## config.mk

```make
export PLATFORM = sky130hd
export DESIGN_NAME = pcie_hcmd_cpl_cid_lookup
export DESIGN_NICKNAME = d
export VERILOG_FILES = /design/src/rtl/pcie_hcmd_cpl_cid_lookup.sv
export SDC_FILE = /design/constraint.sdc
export NUM_CORES = 1
export LEC_CHECK = 0
export CAP_MARGIN = 20
export CORE_MARGIN = 2
export CORE_UTILIZATION = 40
export DETAILED_ROUTE_END_ITERATION = 8
export PLACE_DENSITY = 0.86
export SLEW_MARGIN = 20
export SYNTH_ARGS = -nofsm -noshare
export SYNTH_HDL_FRONTEND = slang
export SYNTH_SLANG_ARGS = --single-unit
```

## constraint.sdc

```tcl
create_clock -name clk -period 7 [get_ports clk]
set_input_delay 1.4 -clock clk [delete_from_list [all_inputs] [get_ports clk]]
set_output_delay 1.4 -clock clk [all_outputs]
set_load 0.02 [all_outputs]
```

## src/rtl/pcie_hcmd_cpl_cid_lookup.sv

```systemverilog
//==============================================================================
// Module      : pcie_hcmd_cpl_cid_lookup
// Description : Looks up {SQ ID, CID} for a completing slot tag in the host
//               command CID table and presents an assembled completion record.
//               Optional macro PCIE_HCMD_CPL_CID_BYPASS_EN forwards snooped
//               table writes that hit the slot being looked up.
// Revision    : 1.0 - initial release
//==============================================================================
`default_nettype none

module pcie_hcmd_cpl_cid_lookup #(
    parameter int P_SLOT_TAG_WIDTH = 10,
    parameter int P_CID_WIDTH      = 16,
    parameter int P_QID_WIDTH      = 4,
    parameter int P_DATA_WIDTH     = 20
) (
    input  logic                        clk,
    input  logic                        rst,
    input  logic                        cpl_req_valid,
    output logic                        cpl_req_ready,
    input  logic [P_SLOT_TAG_WIDTH-1:0] cpl_req_slot_tag,
    input  logic [14:0]                 cpl_req_status,
    input  logic [31:0]                 cpl_req_dw0,
    output logic [P_SLOT_TAG_WIDTH-1:0] cid_rd_addr,
    input  logic [P_DATA_WIDTH-1:0]     cid_rd_data,
    input  logic                        cid_wr_en,
    input  logic [P_SLOT_TAG_WIDTH-1:0] cid_wr_addr,
    input  logic [P_DATA_WIDTH-1:0]     cid_wr_data,
    output logic                        cpl_valid,
    input  logic                        cpl_ready,
    output logic [P_QID_WIDTH-1:0]      cpl_sq_qid,
    output logic [P_CID_WIDTH-1:0]      cpl_cid,
    output logic [14:0]                 cpl_status,
    output logic [31:0]                 cpl_dw0
);

    localparam logic [1:0] S_IDLE    = 2'd0;
    localparam logic [1:0] S_RD_WAIT = 2'd1;
    localparam logic [1:0] S_RD_CAPT = 2'd2;
    localparam logic [1:0] S_OUT     = 2'd3;

    logic [1:0]                  r_state;
    logic [1:0]                  w_next_state;
    logic [P_SLOT_TAG_WIDTH-1:0] r_slot_tag;
    logic [14:0]                 r_status;
    logic [31:0]                 r_dw0;
    logic [P_QID_WIDTH-1:0]      r_qid;
    logic [P_CID_WIDTH-1:0]      r_cid;
    logic                        w_accept;
    logic                        w_capture;
    logic [P_DATA_WIDTH-1:0]     w_cap_data;

    assign w_accept  = (r_state == S_IDLE) && cpl_req_valid;
    assign w_capture = (r_state == S_RD_CAPT);

    always_ff @(posedge clk or posedge rst) begin
        if (rst) begin
            r_state <= S_IDLE;
        end else begin
            r_state <= w_next_state;
        end
    end

    always_comb begin
        w_next_state = r_state;
        case (r_state)
            S_IDLE:    if (cpl_req_valid) w_next_state = S_RD_WAIT;
            S_RD_WAIT: w_next_state = S_RD_CAPT;
            S_RD_CAPT: w_next_state = S_OUT;
            S_OUT:     if (cpl_ready) w_next_state = S_IDLE;
            default:   w_next_state = S_IDLE;
        endcase
    end

    // Handshake outputs decode the state register only.
    always_comb begin
        cpl_req_ready = 1'b0;
        cpl_valid     = 1'b0;
        case (r_state)
            S_IDLE:  cpl_req_ready = 1'b1;
            S_OUT:   cpl_valid     = 1'b1;
            default: begin
                cpl_req_ready = 1'b0;
                cpl_valid     = 1'b0;
            end
        endcase
    end

    always_ff @(posedge clk or posedge rst) begin
        if (rst) begin
            r_slot_tag <= '0;
            r_status   <= '0;
            r_dw0      <= '0;
        end else if (w_accept) begin
            r_slot_tag <= cpl_req_slot_tag;
            r_status   <= cpl_req_status;
            r_dw0      <= cpl_req_dw0;
        end
    end

    always_ff @(posedge clk or posedge rst) begin
        if (rst) begin
            r_qid <= '0;
            r_cid <= '0;
        end else if (w_capture) begin
            r_qid <= w_cap_data[P_DATA_WIDTH-1 -: P_QID_WIDTH];
            r_cid <= w_cap_data[P_CID_WIDTH-1:0];
        end
    end

`ifdef PCIE_HCMD_CPL_CID_BYPASS_EN
    logic                    w_wr_hit;
    logic                    r_byp_valid;
    logic [P_DATA_WIDTH-1:0] r_byp_data;

    assign w_wr_hit = cid_wr_en && (cid_wr_addr == r_slot_tag) &&
                      ((r_state == S_RD_WAIT) || (r_state == S_RD_CAPT));

    always_ff @(posedge clk or posedge rst) begin
        if (rst) begin
            r_byp_valid <= 1'b0;
            r_byp_data  <= '0;
        end else if (w_next_state == S_IDLE) begin
            r_byp_valid <= 1'b0;
        end else if (w_wr_hit) begin
            r_byp_valid <= 1'b1;
            r_byp_data  <= cid_wr_data;
        end
    end

    // A write landing in the capture cycle itself is newer than anything registered.
    always_comb begin
        w_cap_data = cid_rd_data;
        if (w_capture && w_wr_hit) begin
            w_cap_data = cid_wr_data;
        end else if (r_byp_valid) begin
            w_cap_data = r_byp_data;
        end
    end
`else
    logic w_unused_snoop;

    assign w_unused_snoop = ^{cid_wr_en, cid_wr_addr, cid_wr_data};
    assign w_cap_data     = cid_rd_data;
`endif

    assign cid_rd_addr = r_slot_tag;
    assign cpl_sq_qid  = r_qid;
    assign cpl_cid     = r_cid;
    assign cpl_status  = r_status;
    assign cpl_dw0     = r_dw0;

endmodule

`default_nettype wire

```

==> results.toml <==
[timing]
period_share = 0.448
hold_viol = 0
fmax_mhz = 319
relSlewSlack = 0.360
finalSetupViolCount = 0
tns_ns = 0
fin_crit_ns = 3.13
rsz0062_at_grt = "no"
drv_slew = 0
skew_ns = 0.00802
worst_slew_pin_slew_ns = 0.960

[logic_synthesis]
synth_top_cell_area_share = 0.633
synth_cells = 178
synth_most_common_cell = "dfrtp_1"
syn-num-nets = 294
synth-edff-count = 0
syn-cell-area_um2 = 3130
postSynthAreaPerCell_um2 = 17.6
yosys_warnings = 0
synth.largest_area_cell = "dfrtp_1"
ys_seq_elements = 79
synthFlopType = "dfrtp_1"
seq_area_frac_synth = 0.633
synth_commonest_cells = "dfrtp_1, mux2_2, mux2_4"
async_flop_share = 1.00
synth_cell_types = 11
synth_area_leaders = "dfrtp_1, mux2_2, mux2_4"

[power_and_ir_drop]
peakVddDrop_mv = 0.262
p_leak_nw = 2.19
power.density_nw_per_um2 = 489

[placed_design]
place.detailed.hpwl_um = 4780
dpl.cell_count = 432
gp_congestion = 0.660
port_buffers = 159

[die]
die_area_um2 = 8540
start_util = 0.409
die_w_um = 92.4
pin_count = 191
die_y_um = 92.4
core-area_um2 = 7650
rows = 32

[clock_tree]
cts_max_path_buffers = 2
clk_pin_slew_ns = 0.08
cts_made_buffers = 9
hold_buffers = 0
cts_resized = 0
tritoncts = "yes"
cts_sinks = 79
insertion_delay_ns = 0.33
clockRootBuffer = "clkbuf_8"
htree_levels = 3
cts_setup_buffers = 0

[setup_path]
required_ns = 5.60
critPathArrivalTime_ns = 1.73
path_class = "flop to primary output"
worstPathMaxFanout = 4
cp_slowest_cell = "clkdlybuf4s50_1"
start_kind = "flop"
end_kind = "primary output"
crit_chain = "inv_1, ha_1, clkdlybuf4s50_1"
max_stage_delay_ns = 0.65

[routing]
dr.first_iter.drc_count = 37
dr_total_vias = 2025
firstDrtPassIters = 3
m1WireLength_um = 2760
viasPerCell = 4.52
wl_per_cell_um = 14.9
drc_errors = 0
wl_met2_um = 3300
top_layer_used = "met4"
antenna_left = 0
wirelength_um = 6670
route.met3.wl_um = 564

[global_route]
gr-usage-all-layers = 0.161
grt_pass1_vias = 2198
grt_remaining_overflow = 0
grt_start_max_net_pins = 80
antenna_found_initial = 0
grt_pass1_wl_um = 10800

[run]
drv_cap = 0

[final_layout]
diodes = 0
nets = 457
fillCellCount = 556
syn_to_final_growth_pct = 59.5
drive_above_1_share = 0.277
final_util = 0.652
final_cells = 448

[run_status]
run_status = "finished clean"

[worst_hold_path]
hold_class = "flop to flop"
-- report_power, final --
group / leakage [nW] / switching [W] / total [W] / internal, W
Sequential: 0.930 / 0.000117 / 0.000810 / 0.000693
Clock: 0.0960 / 0.000161 / 0.000324 / 0.000164
Combinational: 1.16 / 0.000560 / 0.00130 / 0.000743
Total: 2.19 / 0.000838 / 0.00244 / 0.00160
-- routing by layer --
| metal | vias up | global-route usage |
|---|---|---|
| met3 | 4 | 0.0553 |
| li1 | 944 | - |
| met4 | 0 | 0.0522 |
| met5 | - | 0 |
| met1 | 989 | 0.197 |
| met2 | 88 | 0.268 |
-- worst paths after layout --
path                                 from              to  slack, ns  cells after the start
setup reg to reg               r_state[1]     cpl_dw0[31]       5.05                      4
min in group asynchronous             rst     cpl_dw0[26]       1.69                      3
max in group asynchronous             rst  cpl_status[10]       4.69                      3
hold / removal             cpl_status[12]  cpl_status[12]       0.51                      1
setup / recovery               r_state[0]   cpl_req_ready       3.87                      3
hold reg to reg            cpl_status[12]  cpl_status[12]       0.51                      1
-- layout make-up --
type | instances | area [um2] | area share
Timing Repair Buffer | 160 | 1600 | 0.321
Multi-Input combinational cell | 86 | 1070 | 0.215
Sequential cell | 79 | 1980 | 0.397
Clock buffer | 10 | 128 | 0.0256
Inverter | 5 | 20.0 | 0.00402
Clock inverter | 6 | 61.3 | 0.0123
Tap cell | 102 | 128 | 0.0256
-- through the flow --
stage	area (um2)	power [W]	hold WS (ns)	worst slack [ns]
after floorplan	3130	0.00155	0.533	3.58
after global placement	4800	0.00211	0.486	3.86
after detailed placement	4800	0.00214	0.492	3.85
after CTS	4980	0.00247	0.511	3.83
after global routing	4980	0.00258	0.522	3.76
final	4980	0.00244	0.505	3.87
-- critical path, delay by kind of cell (launching register included) --
| family | cells | cell delay, ns |
|---|---|---|
| buffers and inverters | 2 | 0.77 |
| flip-flops | 1 | 0.38 |
| adder cells (fa/ha/maj) | 1 | 0.25 |
-- cells by family (layout without fill, tap and decap cells) --
kind of cell,count (synthesis),after routing,synth area share
AOI/OAI and AO/OA,1,1,0.00200
muxes,79,79,0.320
DFF,79,79,0.633
adders and majority gates,4,4,0.0160
buffers and inverters,13,181,0.0268
and+or+nand+nor,2,2,0.00240
-- placed cells by master, fill, tap and decap left out, drive strengths merged --
cell type,instances
clkbuf,10
dfrtp,79
bufinv,1
mux2,78
ha,4
clkdlybuf4s50,159
mux2i,1
inv,4
nand2,1
nor2,1
o22ai,1
clkinv,5
buf,1
clkinvlp,1
-- flip-flops by register name (all words and copies together), names as in the netlist --
register     count
cid_rd_addr     10
cpl_cid         16
cpl_dw0         32
cpl_sq_qid       4
cpl_status      15
r_state          2
Note: power is estimated with default switching activity, not from simulation.
==> variant (same flow settings) <==
Set the parameter `P_SLOT_TAG_WIDTH` to 8 (it was 10).
--- a/src/rtl/pcie_hcmd_cpl_cid_lookup.sv
+++ b/src/rtl/pcie_hcmd_cpl_cid_lookup.sv
@@ -11,3 +11,3 @@
 module pcie_hcmd_cpl_cid_lookup #(
-    parameter int P_SLOT_TAG_WIDTH = 10,
+    parameter int P_SLOT_TAG_WIDTH = 8,
     parameter int P_CID_WIDTH      = 16,
Interface: changed (resized cid_rd_addr, cid_wr_addr and cpl_req_slot_tag); port bits go from 191 to 185. No check against the original RTL was run, so the function may have changed too.
==> variant against the unedited design <==
  * Sequential power decreased by 2%
  * Power decreased by 3.5%
  * Sequential cell count decreased by 2
  * Global-route usage increased by 1.7 points
  * Largest cell class unchanged
  * Core utilization increased by 1.1 points
  * Wire length increased by 3.5%
  * Synthesized area decreased by 4.8%
  * Worst setup slack got worse by 0.022 ns
  * Highest routed layer unchanged
  * Final area decreased by 4.1%
  * Clock skew increased by 0.0037 ns
==> variant: results (changes against the unedited design) <==
Setup path
  – FF-to-FF path depth: 3 (-1)
  – CP arrival: 1.76 ns (+0.03 ns)
  – Reg2Reg Capture Point: cpl_sq_qid[2]
  – Internal reg-to-reg setup slack: 5.16 ns (+0.11 ns)
  – FF-to-FF Start: r_state[0]

Logic synthesis
  – Syn nets: 285 (-3.1%)
  – Post-synth top area share: 0.647 (+0.0148)
  – Area contributors post-synth: dfrtp_1 65%, mux2_2 27%, clkbuf_8 2.3%, mux2_4 2.0%, ha_1 1.7%
  – Synth cell count leaders: 77 x dfrtp_1, 72 x mux2_2, 5 x clkbuf_8, 5 x inv_1
  – Mux share of post-synthesis cell area: 0.296 (-0.0243)
  – Post-Synth XOR/XNOR Area: 0 (unchanged)
  – Synth Area in Adders: 0.0168 (+0.000801)
  – Syn_area_per_cell: 17.2 um^2 (-2.0%)

Global route
  – Met2 Usage GRT: 0.305 (+0.0363)
  – Met1 Use GR: 0.213 (+0.0155)
  – GR Layer Usage met3: 0.0543 (-0.00107)
  – Largest net degree at the start of global routing: 78 (-2.5%)
  – GRT Util Overall: 0.179 (+0.0174)

Place
  – Placed cells: 421 (-2.5%)
  – DP Wirelength: 5040 um (+5.4%)
  – DP Area: 4580 um^2 (-4.5%)
  – IO Port Bufs: 155 (-2.5%)
  – Gp weighted congestion: 0.697 (+5.7%)
  – Post-place setup slack: 3.96 ns (+0.112 ns)

Pwr
  – Peak supply drop: 0.281 mV (+7.2%)
  – Leak pwr: 2.01 nW (-8.1%)
  – Comb power frac: 0.519 (-0.016)
  – Clock power share: 0.144 (+0.011)

Outcome
  – Outcome: completed

Routing
  – Drt total wl: 6910 um (+3.5%)
  – 1st-pass router iterations: 4 (+1)
  – Initial DRC Count: 43 (+16%)
  – Met2 wire len: 3630 um (+9.8%)
  – Average wire per standard cell: 15.8 um (+6.1%)
  – Met1 WL: 2700 um (-2.0%)
  – WL met3: 488 um (-13%)
  – Via count: 2,009 (-0.79%)

Hold path
  – Hold_sp: cpl_dw0[5]

STA
  – Clock skew: 0.0118 ns (+0.00373 ns)
  – Max Clk Rate: 0.317 GHz (-0.70%)
  – Slew margin rel.: 0.379 (+0.0187)

Layout
  – Share of layout cells above drive strength 1: 0.278 (+0.000650)
  – Nets: 445 (-2.6%)

CTS
  – Worst skew pair latency: 0.35 ns (+0.02 ns)
-- variant: cell count changes after synthesis --
cell      unedited run  this run
buf_2                4         2
buf_6                4         0
clkbuf_8             0         5
dfrtp_1             79        77
mux2_2              48        72
mux2_4              30         4
nand2_1              1         0
nand2_4              0         1
-- variant: worst register-to-register path, cell delays in order, from the launching register on --
cell and delay, ns:
dfrtp_1 0.39, inv_1 0.12, ha_1 0.77, mux2_2 0.43
-- variant: metrics by stage --
stage / power [W] / hold slack (ns) / util
finish: 0.00235 / 0.507 / 0.663
global route: 0.00248 / 0.516 / 0.663
CTS: 0.00238 / 0.510 / 0.663
detailed placement: 0.00204 / 0.492 / 0.635
global placement: 0.00199 / 0.486 / 0.635
floorplan: 0.00146 / 0.533 / -
-- variant: layout make-up --
cell class                 instances  area [um^2]
clock buffer                      11          141
clock inverter                     5         58.8
fill                             569         2430
inverter                           5         20.0
multi-input combinational         84          952
sequential                        77         1930
tap                               99          124
timing repair buffer             156         1560
